### config.mk
export PLATFORM = sky130hd
export DESIGN_NAME = controle_multiciclo_flat
export DESIGN_NICKNAME = d
export VERILOG_FILES = /design/src/rtl/controle_multiciclo_if.sv /design/src/rtl/controle_multiciclo.sv /design/src/flat_wrapper.sv
export SDC_FILE = /design/constraint.sdc
export NUM_CORES = 1
export LEC_CHECK = 0
export CORE_MARGIN = 4
export CORE_UTILIZATION = 55
export DETAILED_ROUTE_END_ITERATION = 12
export GPL_TIMING_DRIVEN = 0
export PLACE_DENSITY = 0.95
export SYNTH_ARGS = -nofsm -noshare
export SYNTH_HDL_FRONTEND = slang
export SYNTH_SLANG_ARGS = --single-unit
### constraint.sdc
create_clock -name clk -period 6.5 [get_ports clk]
set_input_delay 0.975 -clock clk [delete_from_list [all_inputs] [get_ports clk]]
set_output_delay 0.975 -clock clk [all_outputs]
set_load 0.01 [all_outputs]
### src/rtl/controle_multiciclo_if.sv
// Bus bundle between the multicycle controller and its datapath/memories.
// master = controller side, slave = datapath/memory side.
interface controle_multiciclo_if #(
    parameter int unsigned PC_W   = 16,
    parameter int unsigned DATA_W = 8
);
    logic [PC_W-1:0]   I_addr;
    logic              I_rd;
    logic              I_ack;
    logic [15:0]       I_data;
    logic [7:0]        D_addr;
    logic              D_rd;
    logic              D_wr;
    logic              D_ack;
    logic [DATA_W-1:0] RF_W_data;
    logic              RF_s1;
    logic              RF_s0;
    logic [3:0]        RF_W_addr;
    logic [3:0]        RF_Rp_addr;
    logic [3:0]        RF_Rq_addr;
    logic              RF_W_wr;
    logic              RF_Rp_rd;
    logic              RF_Rq_rd;
    logic              RF_Rp_zero;
    logic              alu_s1;
    logic              alu_s0;
    logic              halted;
    logic              err;

    modport master (
        output I_addr, I_rd, D_addr, D_rd, D_wr,
               RF_W_data, RF_s1, RF_s0, RF_W_addr, RF_Rp_addr, RF_Rq_addr,
               RF_W_wr, RF_Rp_rd, RF_Rq_rd, alu_s1, alu_s0, halted, err,
        input  I_ack, I_data, D_ack, RF_Rp_zero
    );

    modport slave (
        input  I_addr, I_rd, D_addr, D_rd, D_wr,
               RF_W_data, RF_s1, RF_s0, RF_W_addr, RF_Rp_addr, RF_Rq_addr,
               RF_W_wr, RF_Rp_rd, RF_Rq_rd, alu_s1, alu_s0, halted, err,
        output I_ack, I_data, D_ack, RF_Rp_zero
    );
endinterface

### src/rtl/controle_multiciclo.sv
// Multicycle control unit: PC/IR, fetch/decode/execute FSM with memory
// handshakes, signed relative jumps, HALT and sticky illegal-opcode state.
module controle_multiciclo #(
    parameter int unsigned PC_W   = 16,
    parameter int unsigned DATA_W = 8,
    parameter int unsigned MEM_HS = 1
) (
    input  logic                  clk,
    input  logic                  reset,
    controle_multiciclo_if.master bus
);
    typedef enum logic [3:0] {
        INICIO         = 4'd0,
        BUSCA          = 4'd1,
        DECOD          = 4'd2,
        CARREGAR       = 4'd3,
        ARMAZENAR      = 4'd4,
        SOMAR          = 4'd5,
        SUBTRAIR       = 4'd6,
        CARREGAR_CONST = 4'd7,
        TESTAR         = 4'd8,
        SALTAR         = 4'd9,
        PARADO         = 4'd10,
        ERRO           = 4'd11
    } state_t;

    state_t            state_q, state_d;
    logic [PC_W-1:0]   pc_q, pc_d;
    logic [15:0]       ir_q, ir_d;

    logic [3:0]        op, ra, rb, rc;
    logic [7:0]        imm;
    logic [PC_W-1:0]   off_ext;
    logic              i_ack_eff, d_ack_eff;

    logic              i_rd, d_rd, d_wr;
    logic [7:0]        d_addr;
    logic [DATA_W-1:0] rf_w_data;
    logic [1:0]        rf_s, alu_s;
    logic [3:0]        rf_w_addr, rf_rp_addr, rf_rq_addr;
    logic              rf_w_wr, rf_rp_rd, rf_rq_rd;
    logic              halted, err;

    assign op      = ir_q[15:12];
    assign ra      = ir_q[11:8];
    assign rb      = ir_q[7:4];
    assign rc      = ir_q[3:0];
    assign imm     = ir_q[7:0];
    assign off_ext = PC_W'($signed(imm));

    assign i_ack_eff = (MEM_HS != 0) ? bus.I_ack : 1'b1;
    assign d_ack_eff = (MEM_HS != 0) ? bus.D_ack : 1'b1;

    always_ff @(posedge clk or posedge reset) begin
        if (reset) begin
            state_q <= INICIO;
            pc_q    <= '0;
            ir_q    <= '0;
        end else begin
            state_q <= state_d;
            pc_q    <= pc_d;
            ir_q    <= ir_d;
        end
    end

    always_comb begin
        state_d    = state_q;
        pc_d       = pc_q;
        ir_d       = ir_q;
        i_rd       = 1'b0;
        d_rd       = 1'b0;
        d_wr       = 1'b0;
        d_addr     = '0;
        rf_w_data  = '0;
        rf_s       = '0;
        rf_w_addr  = '0;
        rf_rp_addr = '0;
        rf_rq_addr = '0;
        rf_w_wr    = 1'b0;
        rf_rp_rd   = 1'b0;
        rf_rq_rd   = 1'b0;
        alu_s      = '0;
        halted     = 1'b0;
        err        = 1'b0;

        case (state_q)
            INICIO: begin
                pc_d    = '0;
                state_d = BUSCA;
            end
            BUSCA: begin
                i_rd = 1'b1;
                if (i_ack_eff) begin
                    ir_d    = bus.I_data;
                    pc_d    = pc_q + PC_W'(1);
                    state_d = DECOD;
                end
            end
            DECOD: begin
                case (op)
                    4'd0:       state_d = CARREGAR;
                    4'd1:       state_d = ARMAZENAR;
                    4'd2:       state_d = SOMAR;
                    4'd3:       state_d = CARREGAR_CONST;
                    4'd4:       state_d = SUBTRAIR;
                    4'd5, 4'd7: state_d = TESTAR;
                    4'd6:       state_d = SALTAR;
                    4'd8:       state_d = PARADO;
                    default:    state_d = ERRO;
                endcase
            end
            CARREGAR: begin
                // Write strobe follows the ack so a stalled load writes once.
                d_addr    = imm;
                d_rd      = 1'b1;
                rf_s      = 2'b01;
                rf_w_addr = ra;
                rf_w_wr   = d_ack_eff;
                if (d_ack_eff) state_d = BUSCA;
            end
            ARMAZENAR: begin
                d_addr     = imm;
                d_wr       = 1'b1;
                rf_rp_addr = ra;
                rf_rp_rd   = 1'b1;
                if (d_ack_eff) state_d = BUSCA;
            end
            SOMAR, SUBTRAIR: begin
                rf_rp_addr = rb;
                rf_rq_addr = rc;
                rf_rp_rd   = 1'b1;
                rf_rq_rd   = 1'b1;
                rf_w_addr  = ra;
                rf_w_wr    = 1'b1;
                alu_s      = (state_q == SOMAR) ? 2'b01 : 2'b10;
                state_d    = BUSCA;
            end
            CARREGAR_CONST: begin
                rf_s      = 2'b10;
                rf_w_data = DATA_W'(imm);
                rf_w_addr = ra;
                rf_w_wr   = 1'b1;
                state_d   = BUSCA;
            end
            TESTAR: begin
                rf_rp_addr = ra;
                rf_rp_rd   = 1'b1;
                if ((op == 4'd7) ? !bus.RF_Rp_zero : bus.RF_Rp_zero)
                    state_d = SALTAR;
                else
                    state_d = BUSCA;
            end
            SALTAR: begin
                // PC already points past the jump; -1 makes off relative to it.
                pc_d    = pc_q + off_ext - PC_W'(1);
                state_d = BUSCA;
            end
            PARADO:  halted = 1'b1;
            ERRO:    err    = 1'b1;
            default: state_d = INICIO;
        endcase
    end

    assign bus.I_addr     = pc_q;
    assign bus.I_rd       = i_rd;
    assign bus.D_addr     = d_addr;
    assign bus.D_rd       = d_rd;
    assign bus.D_wr       = d_wr;
    assign bus.RF_W_data  = rf_w_data;
    assign bus.RF_s1      = rf_s[1];
    assign bus.RF_s0      = rf_s[0];
    assign bus.RF_W_addr  = rf_w_addr;
    assign bus.RF_Rp_addr = rf_rp_addr;
    assign bus.RF_Rq_addr = rf_rq_addr;
    assign bus.RF_W_wr    = rf_w_wr;
    assign bus.RF_Rp_rd   = rf_rp_rd;
    assign bus.RF_Rq_rd   = rf_rq_rd;
    assign bus.alu_s1     = alu_s[1];
    assign bus.alu_s0     = alu_s[0];
    assign bus.halted     = halted;
    assign bus.err        = err;
endmodule

### src/flat_wrapper.sv
// flat-port wrapper written by rule: the top's interface ports become plain ports
module controle_multiciclo_flat 
#(
    parameter int unsigned PC_W   = 16,
    parameter int unsigned DATA_W = 8,
    parameter int unsigned MEM_HS = 1
)
  (clk, reset, bus_I_addr, bus_I_rd, bus_D_addr, bus_D_rd, bus_D_wr, bus_RF_W_data, bus_RF_s1, bus_RF_s0, bus_RF_W_addr, bus_RF_Rp_addr, bus_RF_Rq_addr, bus_RF_W_wr, bus_RF_Rp_rd, bus_RF_Rq_rd, bus_alu_s1, bus_alu_s0, bus_halted, bus_err, bus_I_ack, bus_I_data, bus_D_ack, bus_RF_Rp_zero);
  controle_multiciclo_if #(.PC_W(PC_W), .DATA_W(DATA_W)) bus_i ();
  input  logic clk;
  input  logic reset;
  output wire logic [$bits(bus_i.I_addr)-1:0] bus_I_addr;
  output wire logic [$bits(bus_i.I_rd)-1:0] bus_I_rd;
  output wire logic [$bits(bus_i.D_addr)-1:0] bus_D_addr;
  output wire logic [$bits(bus_i.D_rd)-1:0] bus_D_rd;
  output wire logic [$bits(bus_i.D_wr)-1:0] bus_D_wr;
  output wire logic [$bits(bus_i.RF_W_data)-1:0] bus_RF_W_data;
  output wire logic [$bits(bus_i.RF_s1)-1:0] bus_RF_s1;
  output wire logic [$bits(bus_i.RF_s0)-1:0] bus_RF_s0;
  output wire logic [$bits(bus_i.RF_W_addr)-1:0] bus_RF_W_addr;
  output wire logic [$bits(bus_i.RF_Rp_addr)-1:0] bus_RF_Rp_addr;
  output wire logic [$bits(bus_i.RF_Rq_addr)-1:0] bus_RF_Rq_addr;
  output wire logic [$bits(bus_i.RF_W_wr)-1:0] bus_RF_W_wr;
  output wire logic [$bits(bus_i.RF_Rp_rd)-1:0] bus_RF_Rp_rd;
  output wire logic [$bits(bus_i.RF_Rq_rd)-1:0] bus_RF_Rq_rd;
  output wire logic [$bits(bus_i.alu_s1)-1:0] bus_alu_s1;
  output wire logic [$bits(bus_i.alu_s0)-1:0] bus_alu_s0;
  output wire logic [$bits(bus_i.halted)-1:0] bus_halted;
  output wire logic [$bits(bus_i.err)-1:0] bus_err;
  input wire logic [$bits(bus_i.I_ack)-1:0] bus_I_ack;
  input wire logic [$bits(bus_i.I_data)-1:0] bus_I_data;
  input wire logic [$bits(bus_i.D_ack)-1:0] bus_D_ack;
  input wire logic [$bits(bus_i.RF_Rp_zero)-1:0] bus_RF_Rp_zero;
  assign bus_I_addr = bus_i.I_addr;
  assign bus_I_rd = bus_i.I_rd;
  assign bus_D_addr = bus_i.D_addr;
  assign bus_D_rd = bus_i.D_rd;
  assign bus_D_wr = bus_i.D_wr;
  assign bus_RF_W_data = bus_i.RF_W_data;
  assign bus_RF_s1 = bus_i.RF_s1;
  assign bus_RF_s0 = bus_i.RF_s0;
  assign bus_RF_W_addr = bus_i.RF_W_addr;
  assign bus_RF_Rp_addr = bus_i.RF_Rp_addr;
  assign bus_RF_Rq_addr = bus_i.RF_Rq_addr;
  assign bus_RF_W_wr = bus_i.RF_W_wr;
  assign bus_RF_Rp_rd = bus_i.RF_Rp_rd;
  assign bus_RF_Rq_rd = bus_i.RF_Rq_rd;
  assign bus_alu_s1 = bus_i.alu_s1;
  assign bus_alu_s0 = bus_i.alu_s0;
  assign bus_halted = bus_i.halted;
  assign bus_err = bus_i.err;
  assign bus_i.I_ack = bus_I_ack;
  assign bus_i.I_data = bus_I_data;
  assign bus_i.D_ack = bus_D_ack;
  assign bus_i.RF_Rp_zero = bus_RF_Rp_zero;
  controle_multiciclo #(.PC_W(PC_W), .DATA_W(DATA_W), .MEM_HS(MEM_HS)) u_core (.clk(clk), .reset(reset), .bus(bus_i));
endmodule
Yosys cells after proc, flatten, opt, wreduce, memory -nomap -nowiden
Memory sizes are Yosys's and may differ from the RTL's.
Index checks and enable logic that the tools add are counted.
{"block": "classes", "n_addsub": 3, "mul": 0, "div": 0, "order_cmp": 0, "n_eq_ne": 14, "n_shift": 0, "mux": 23, "bitwise": 1, "n_reduce_logical": 14}
{"cell": "$pmux W16 S3", "n": 1}
{"cell": "$pmux W4 S6", "n": 1}
{"cell": "$eq A4 B3 Y1 const B", "n": 5}
{"cell": "$mux W4", "n": 5}
{"cell": "$add A16 B1 Y16 const B", "n": 1}
{"cell": "$add A16 B16 Y16", "n": 1}
{"cell": "$eq A4 B4 Y1 const B", "n": 4}
{"cell": "$mux W16", "n": 1}
{"cell": "$mux W8", "n": 2}
{"cell": "$sub A16 B1 Y16 const B", "n": 1}
{"cell": "$eq A4 B2 Y1 const B", "n": 2}
{"cell": "$mux W1", "n": 8}
{"cell": "$pmux W4 S2", "n": 1}
{"cell": "$reduce_or A2 Y1", "n": 4}
{"cell": "$reduce_or A4 Y1", "n": 2}
{"cell": "$reduce_or A5 Y1", "n": 1}
{"cell": "$eq A4 B1 Y1 const B", "n": 1}
{"cell": "$logic_not A4 Y1", "n": 1}
{"cell": "$mux W2", "n": 2}
{"cell": "$pmux W2 S2", "n": 1}
{"cell": "$reduce_and A2 Y1", "n": 2}
{"cell": "$reduce_and A3 Y1", "n": 1}
{"cell": "$reduce_bool A3 Y1", "n": 1}
{"cell": "$reduce_or A3 Y1", "n": 1}
{"cell": "other kinds (5)", "n": 5}
{"block": "word_totals", "ff_bits": 36, "latch_bits": 0, "ram_bits": 0, "mem_bits_ro": 64, "input_bits": 21, "output_inout_bits": 56, "wordCells": 59, "mem_count": 1}
{"name": "(no name shown)", "depth": 16, "word_bits": 4, "read_ports": 1, "rd_ports_with_merged_regs": 0, "wr": 0, "line": "controle_multiciclo.sv:100", "rtl": "case (op)"}

Longest topological paths before layout
Gate-level depths: netlist (run 1).
{"block": "depth", "depth_word": 4, "depth_mapped": 11, "depth_no_buf": 11}

Least setup slack after synthesis (run 1)
Ideal clock, no wire load.
{"block": "synth_path", "path_type": "register -> register", "startpoint": "register u_core.pc_q[1] (netlist: u_core.bus.I_addr[1])", "endpoint": "register u_core.pc_q[11] (netlist: u_core.bus.I_addr[11])", "setup_ps": 135, "arrival_time_ps": 2494, "t_required_ps": 6365, "setup_slack_ps": 3871, "stages_incl_launch_ff": 12, "n_path_buf": 0, "period_less_slack_ps": 2629, "path_cell_list": "dfrtp_1 -> inv_1 -> ha_1 -> inv_1 -> ha_1 -> fa_1 -> a211oi_1 -> o21ai_0 -> a31oi_1 -> o21ai_0 -> xnor2_1 -> o21ai_0"}
{"block": "synth_via", "elab_chain_len": 3, "elab_cells_between_ends": 5, "cone_classes": "3 x add/sub; 2 x mux"}
{"item": "start: declaration", "line": "controle_multiciclo.sv:28", "rtl": "logic [PC_W-1:0] pc_q, pc_d;"}
{"item": "start signal: assignment", "line": "controle_multiciclo.sv:61", "rtl": "pc_q <= pc_d;"}
{"item": "$add A16 B16 Y16 or $add A16 B1 Y16 (tied branches)", "line": "controle_multiciclo.sv:155, controle_multiciclo.sv:95"}
{"item": "$sub A16 B1 Y16 or $mux W16 (tied branches)", "line": "controle_multiciclo.sv:155, controle_multiciclo.sv:93"}
{"item": "$pmux W16 S3 *", "line": "controle_multiciclo.sv:86", "rtl": "case (state_q)"}
Every way passes the cells marked *; elsewhere a longest branch is shown, timed or not. The select of a mux whose other input is x is not followed.
A chain may end at the register's enable or synchronous reset.

Final worst setup path (run 1)
{"block": "layout_path", "startpoint": "register u_core.state_q[0]", "endpoint": "output port bus_RF_Rp_addr[1]"}
{"block": "layout_via", "elab_chain_len": 3, "elab_cells_between_ends": 7, "cone_classes": "4 x eq/ne; 1 x mux; 2 x reduce/logical"}
{"item": "start: declaration", "line": "controle_multiciclo.sv:27", "rtl": "state_t state_q, state_d;"}
{"item": "start signal: assignment", "line": "controle_multiciclo.sv:60", "rtl": "state_q <= state_d;"}
{"item": "$eq A4 B3 Y1 or $eq A4 B4 Y1 (tied branches)", "line": "controle_multiciclo.sv:86"}
{"item": "$reduce_or A2 Y1 (no line)"}
{"item": "$pmux W4 S2 *", "line": "controle_multiciclo.sv:86"}
{"item": "end: declaration", "line": "flat_wrapper.sv:21", "rtl": "output wire logic [$bits(bus_i.RF_Rp_addr)-1:0] bus_RF_Rp_addr;"}
Every way passes the cells marked *; elsewhere a longest branch is shown, timed or not.

==> results of run 1 <==
[layer usage]
layer	routed length, um	track usage, %	share of wire, %
met1	3920	34.7	40
met2	4850	43.2	49
met5	0	0	0
met4	238	9.06	2.4
met3	896	6.05	9.0
[logic make-up (layout without fill, tap and decap cells)]
| kind of cell | Yosys count | in the layout | synth area share (%) |
|---|---|---|---|
| AND/OR/NAND/NOR | 124 | 124 | 18.9 |
| flip-flops | 36 | 36 | 26.9 |
| multiplexers | 19 | 19 | 6.31 |
| adder cells (fa/ha/maj) | 35 | 35 | 13.3 |
| XOR/XNOR | 12 | 12 | 3.14 |
| AO/OA/AOI/OAI | 118 | 118 | 21.4 |
| buffers and inverters | 84 | 167 | 10.1 |
[power by group]
part,total [mW],switching [mW],internal [mW],leakage [nW]
clock,0.182,0.0874,0.0946,0.0503
combinational,0.0178,0.00703,0.0107,1.48
sequential,0.224,0,0.224,0.420
total,0.424,0.0944,0.329,1.95
[flip-flops by register name, indices dropped and copies added (netlist names)]
register / cells
u_core.bus.I_addr: 16
u_core.ir_q: 16
u_core.state_q: 4
[how the worst min path moves through the flow]
stage / end / slack (ns)
2_1_floorplan: u_core.ir_q[0] / 0.49
3_3_place_gp: u_core.ir_q[3] / 0.51
3_5_place_dp: u_core.ir_q[3] / 0.52
4_1_cts: u_core.ir_q[3] / 0.54
5_1_grt: u_core.ir_q[3] / 0.56
6_report: u_core.ir_q[5] / 0.54
[critical path, cell delays in order, from the launching register on]
cell             delay, ns
dfrtp_1               0.47
buf_2                 0.22
inv_1                 0.13
nand2_1               0.13
nand2_1               0.19
a22oi_1               0.11
o21ai_0               0.24
clkdlybuf4s50_1       0.58
[final cells by class]
cell class,instances,area [um2]
Fill cell,417,1620
Inverter,61,234
Tap cell,75,93.8
Sequential cell,36,901
Timing Repair Buffer,76,761
Clock buffer,7,96.3
Buffer,23,104
Multi-Input combinational cell,308,2110
[layout by cell type, fill, tap and decap left out, types with 2 or more instances in the layout]
master	n
inv_1	59
or2_2	2
o21ai_0	40
o32a_1	2
nand3_1	12
o211ai_1	7
xnor2_1	5
clkbuf_8	7
or3_1	3
nand2_1	21
a21oi_1	29
nand4_1	6
nor4_1	6
clkbuf_1	15
a31oi_1	6
nor2_1	27
clkdlybuf4s50_1	76
a22oi_1	5
and3_1	2
nor2b_1	3
a21o_1	6
dfrtp_1	36
a32oi_1	2
nand2b_1	4
buf_2	5
ha_1	34
mux2_2	17
a211oi_1	7
nor3_1	25
and2_1	8
xor2_1	7
mux2i_1	2
o22ai_1	5
==> impl_metrics.py, run 1 <==
metrics = {
    "drt": {
        "dr.pass1.iters": 7,
        "wl_per_cell_um": 16.9,
        "vias_per_cell": 6.15,
        "drt_first_iter_violations": 414,
        "vias": 3605,
        "totalWireLength_mm": 9.90,
        "detail-route-antenna-nets": 0,
        "drc": 0,
    },
    "clock_tree": {
        "cts_setup_buffers": 0,
        "ctsResizeCount": 0,
        "htree_levels": 2,
        "cts-root-buf": "clkbuf_8",
        "cts_made_buffers": 5,
        "cts.sinks": 36,
        "clk_pin_slew_ns": 0.08,
        "clk_latency_ns": 0.30,
        "hold_buffers": 0,
        "cts_tree": "yes",
        "clk_path_buf_depth": 2,
    },
    "synth": {
        "ys_ff_latch": 36,
        "yosysMostFrequentCell": "inv_1",
        "netlist.area_leader.share_pct": 26.9,
        "synthCells": 428,
        "syn_nets": 484,
        "yosys_warnings": 0,
        "avgSynthCellArea_um2": 7.83,
        "synth_cell_types": 50,
        "synth_area_leader_cell": "dfrtp_1",
        "async_flop_share_pct": 100,
        "ys_top_cells_by_count": "inv_1, o21ai_0, dfrtp_1",
        "synth_edf_count": 0,
        "ys_seq_area_share_pct": 26.9,
        "syn_area_mm2": 0.00335,
        "synth_area_leaders": "dfrtp_1, ha_1, inv_1",
        "synth_ff_type": "dfrtp_1",
    },
    "grt": {
        "grt_usage_pct": 26.6,
        "antenna_found_initial": 0,
        "grt-ovfl-total": 0,
        "grt_max_degree": 37,
        "grt_pass1_wl_mm": 15.9,
        "grt_pass1_vias": 3346,
    },
    "critical_path": {
        "r2r_start": "u_core.bus.I_addr[1]",
        "crit_end": "bus_RF_Rp_addr[1]",
        "cp_max_fo": 10,
        "r2r_end": "u_core.bus.I_addr[11]",
        "worstRegToRegCells": 11,
        "r2r_slack_ns": 3.52,
        "arrival_ns": 2.38,
        "cp-start-kind": "flop",
        "cp-startpoint": "u_core.state_q[0]",
        "crit_path_end_kind": "output pin",
        "crit_required_ns": 5.52,
        "crit_type": "flop to output pin",
    },
    "flow_run": {
        "maxCapViolCount": 0,
    },
    "timing": {
        "slew_headroom_pct": 47.5,
        "whs_ns": 0.540,
        "min_period_ns": 3.36,
        "period_share_pct": 51.6,
        "tightest_slew_ns": 0.787,
        "finClkSkew_ns": 0.0113,
        "hold_viol_final": 0,
        "rsz0062_at_grt": "false",
        "setup_viol": 0,
        "setup_slack_ns": 3.14,
        "fmax_ghz": 0.298,
        "finalSetupTns_ns": 0,
        "drv_slew": 0,
    },
    "min_path": {
        "hold_depth": 1,
        "hold_path_class": "flop to flop",
        "hold_start": "u_core.ir_q[5]",
    },
    "placement": {
        "hpwl_mm": 7.49,
        "detailedPlace.worstSlack_ns": 3.24,
        "place_congestion": 0.892,
        "placed_area_mm2": 0.00420,
        "port_buffers": 76,
        "dpl.cell_count": 579,
    },
    "cells_and_area": {
        "drive_above_1_share_pct": 7.63,
        "utilization_pct": 72.6,
        "final_nets": 567,
        "num_antenna_cells": 0,
        "finalNonFillerCells": 586,
        "synthToLayoutAreaGrowth_pct": 28.4,
        "design_area_mm2": 0.00430,
    },
    "floorplanning": {
        "fp-row-count": 28,
        "fp.dieArea_mm2": 0.00740,
        "die_w_um": 86.0,
        "io_pins": 77,
        "core_mm2": 0.00592,
        "die_h_um": 86.0,
        "start_util_pct": 56.6,
    },
    "pwr": {
        "total_leakage_power_nw": 1.95,
        "power_uw": 424,
        "power_density_mw_per_mm2": 98.5,
        "peakVddDrop_mv": 0.101,
    },
    "outcome": {
        "outcome": "finished clean",
    },
}
No activity file was read; power rests on OpenSTA's default activity.
==> run 2: changes to the inputs <==
CORE_UTILIZATION = 51   (was 55)
PLACE_DENSITY = 0.91   (was 0.95)
clock period = 3.1 ns   (was 6.5 ns; I/O delays follow)
==> run 2 against run 1 <==
Count of clock-buffer cells in the layout is 1 higher. Flip-flop and latch count unchanged. Power rose by 100%. Cell count grew 0.51%. Worst setup slack worse by 2.9 ns. Clock skew fell by 0.0038 ns. Sequential share of layout area hardly changed.
==> impl_metrics.py, run 2 (synthesis results as in run 1) <==
metrics = {
    "outcome": {
        "outcome": "finished clean",
    },
    "pwr": {
        "p_sw_uw": 192,
        "swShare_pct": 22.2,
        "clkPwrFrac_pct": 41.5,
        "pwr-share-seq_pct": 54.2,
        "combPwrFrac_pct": 4.3,
        "power_uw": 865,
        "power_density_mw_per_mm2": 201,
        "internal_power_uw": 673,
        "total_leakage_power_nw": 1.95,
        "peakVddDrop_mv": 0.192,
    },
    "critical_path": {
        "crit_path_end_kind": "output pin",
        "cp-start-kind": "flop",
        "crit_required_ns": 2.63,
        "arrival_ns": 2.42,
        "crit_type": "flop to output pin",
        "cp_max_fo": 10,
    },
    "timing": {
        "drv_slew": 0,
        "period_share_pct": 92.9,
        "fmax_ghz": 0.347,
        "finClkSkew_ns": 0.00749,
        "slew_headroom_pct": 45.9,
        "min_period_ns": 2.88,
        "setup_slack_ns": 0.219,
        "setup_viol": 0,
        "rsz0062_at_grt": "false",
        "finalSetupTns_ns": 0,
        "hold_viol_final": 0,
        "tightest_slew_ns": 0.810,
    },
    "drt": {
        "drc": 0,
        "detail-route-antenna-nets": 0,
        "drt_first_iter_violations": 247,
        "vias": 3567,
        "wl_per_cell_um": 16.8,
        "dr.pass1.iters": 5,
        "vias_per_cell": 6.06,
        "totalWireLength_mm": 9.88,
    },
    "cells_and_area": {
        "mostFrequentLayoutCells": "clkdlybuf4s50_1, inv_1, o21ai_0, dfrtp_1, ha_1",
        "synthToLayoutAreaGrowth_pct": 28.6,
        "utilization_pct": 67.8,
        "num_antenna_cells": 0,
        "final_nets": 567,
        "finalNonFillerCells": 589,
        "drive_above_1_share_pct": 7.81,
        "final_common_cell": "clkdlybuf4s50_1",
    },
    "clock_tree": {
        "clk_pin_slew_ns": 0.08,
        "hold_buffers": 0,
        "cts.sinks": 36,
        "cts_tree": "yes",
        "cts-root-buf": "clkbuf_8",
        "clk_path_buf_depth": 2,
        "cts_made_buffers": 5,
        "clk_latency_ns": 0.29,
        "htree_levels": 2,
    },
    "min_path": {
        "hold_path_class": "flop to flop",
    },
    "floorplanning": {
        "start_util_pct": 52.7,
        "fp.dieArea_mm2": 0.00793,
        "core_mm2": 0.00635,
        "die_w_um": 89.0,
        "io_pins": 77,
        "die_h_um": 89.0,
        "fp-row-count": 29,
    },
    "grt": {
        "grt_max_degree": 37,
        "grt_pass1_wl_mm": 16.0,
        "grt-ovfl-total": 0,
        "grt_pass1_vias": 3446,
        "grt_usage_pct": 25.3,
        "antenna_found_initial": 0,
    },
    "placement": {
        "detailedPlace.worstSlack_ns": 0.130,
        "hpwl_mm": 7.44,
        "port_buffers": 76,
        "place_congestion": 0.951,
        "dpl.cell_count": 581,
    },
    "flow_run": {
        "maxCapViolCount": 0,
    },
}
## run 2: per-layer routing
layer,wire length [um],vias up,part of all wire (%),GRT usage [%]
li1,-,1678,-,-
met1,4020,1700,41,32.6
met2,4890,165,50,42.2
met3,759,24,7.7,5.62
met4,202,0,2.0,8.39
met5,0,-,0,0
## run 2: what timing repair did
action	4_1_cts	5_1_grt
gates resized for setup	0	2
buffers inserted	0	0
endpoints found under the setup margin	0	2
## run 2: through the flow
stage                     area, um2  hold WS [ns]
final                          4310         0.538
after global routing           4310         0.569
after CTS                      4300         0.540
after detailed placement       4210         0.522
after global placement         4210         0.504
after floorplan                3350         0.494
## run 2: final timing paths
| check | from | to | slack, ns | cells past startpoint |
|---|---|---|---|---|
| max | u_core.state_q[0] | bus_RF_Rq_addr[3] | 0.22 | 6 |
| min | u_core.ir_q[0] | u_core.ir_q[0] | 0.54 | 1 |
| max reg2reg | u_core.ir_q[7] | u_core.bus.I_addr[14] | 0.22 | 11 |
| min reg2reg | u_core.ir_q[0] | u_core.ir_q[0] | 0.54 | 1 |
| max in group asynchronous | reset | u_core.bus.I_addr[6] | 1.94 | 2 |
| min in group asynchronous | reset | u_core.bus.I_addr[14] | 0.65 | 2 |
## run 2: layout make-up
class / count / area, um2
plain buffers: 23 / 104
clock buffers: 8 / 90.1
fillers: 495 / 2040
inverters: 61 / 234
multi-input cells: 308 / 2120
flip-flops and latches: 36 / 901
well taps: 77 / 96.3
repair buffers: 76 / 761
## run 2: worst max-delay path, stage by stage, from the launching register on
cell and delay [ns]:
dfrtp_1 0.46, buf_2 0.22, inv_1 0.13, nand2_1 0.12, a21oi_1 0.44, and2_1 0.20
clkdlybuf4s50_1 0.54
## run 2: power by group through the flow
stage               Clock, mW  Combinational [mW]  Sequential [mW]
global route            0.376              0.0409            0.469
detailed placement          0              0.0379            0.478
finish                  0.359              0.0373            0.469
CTS                     0.358              0.0381            0.469
floorplan                   0             0.00780            0.478
global placement            0              0.0369            0.479
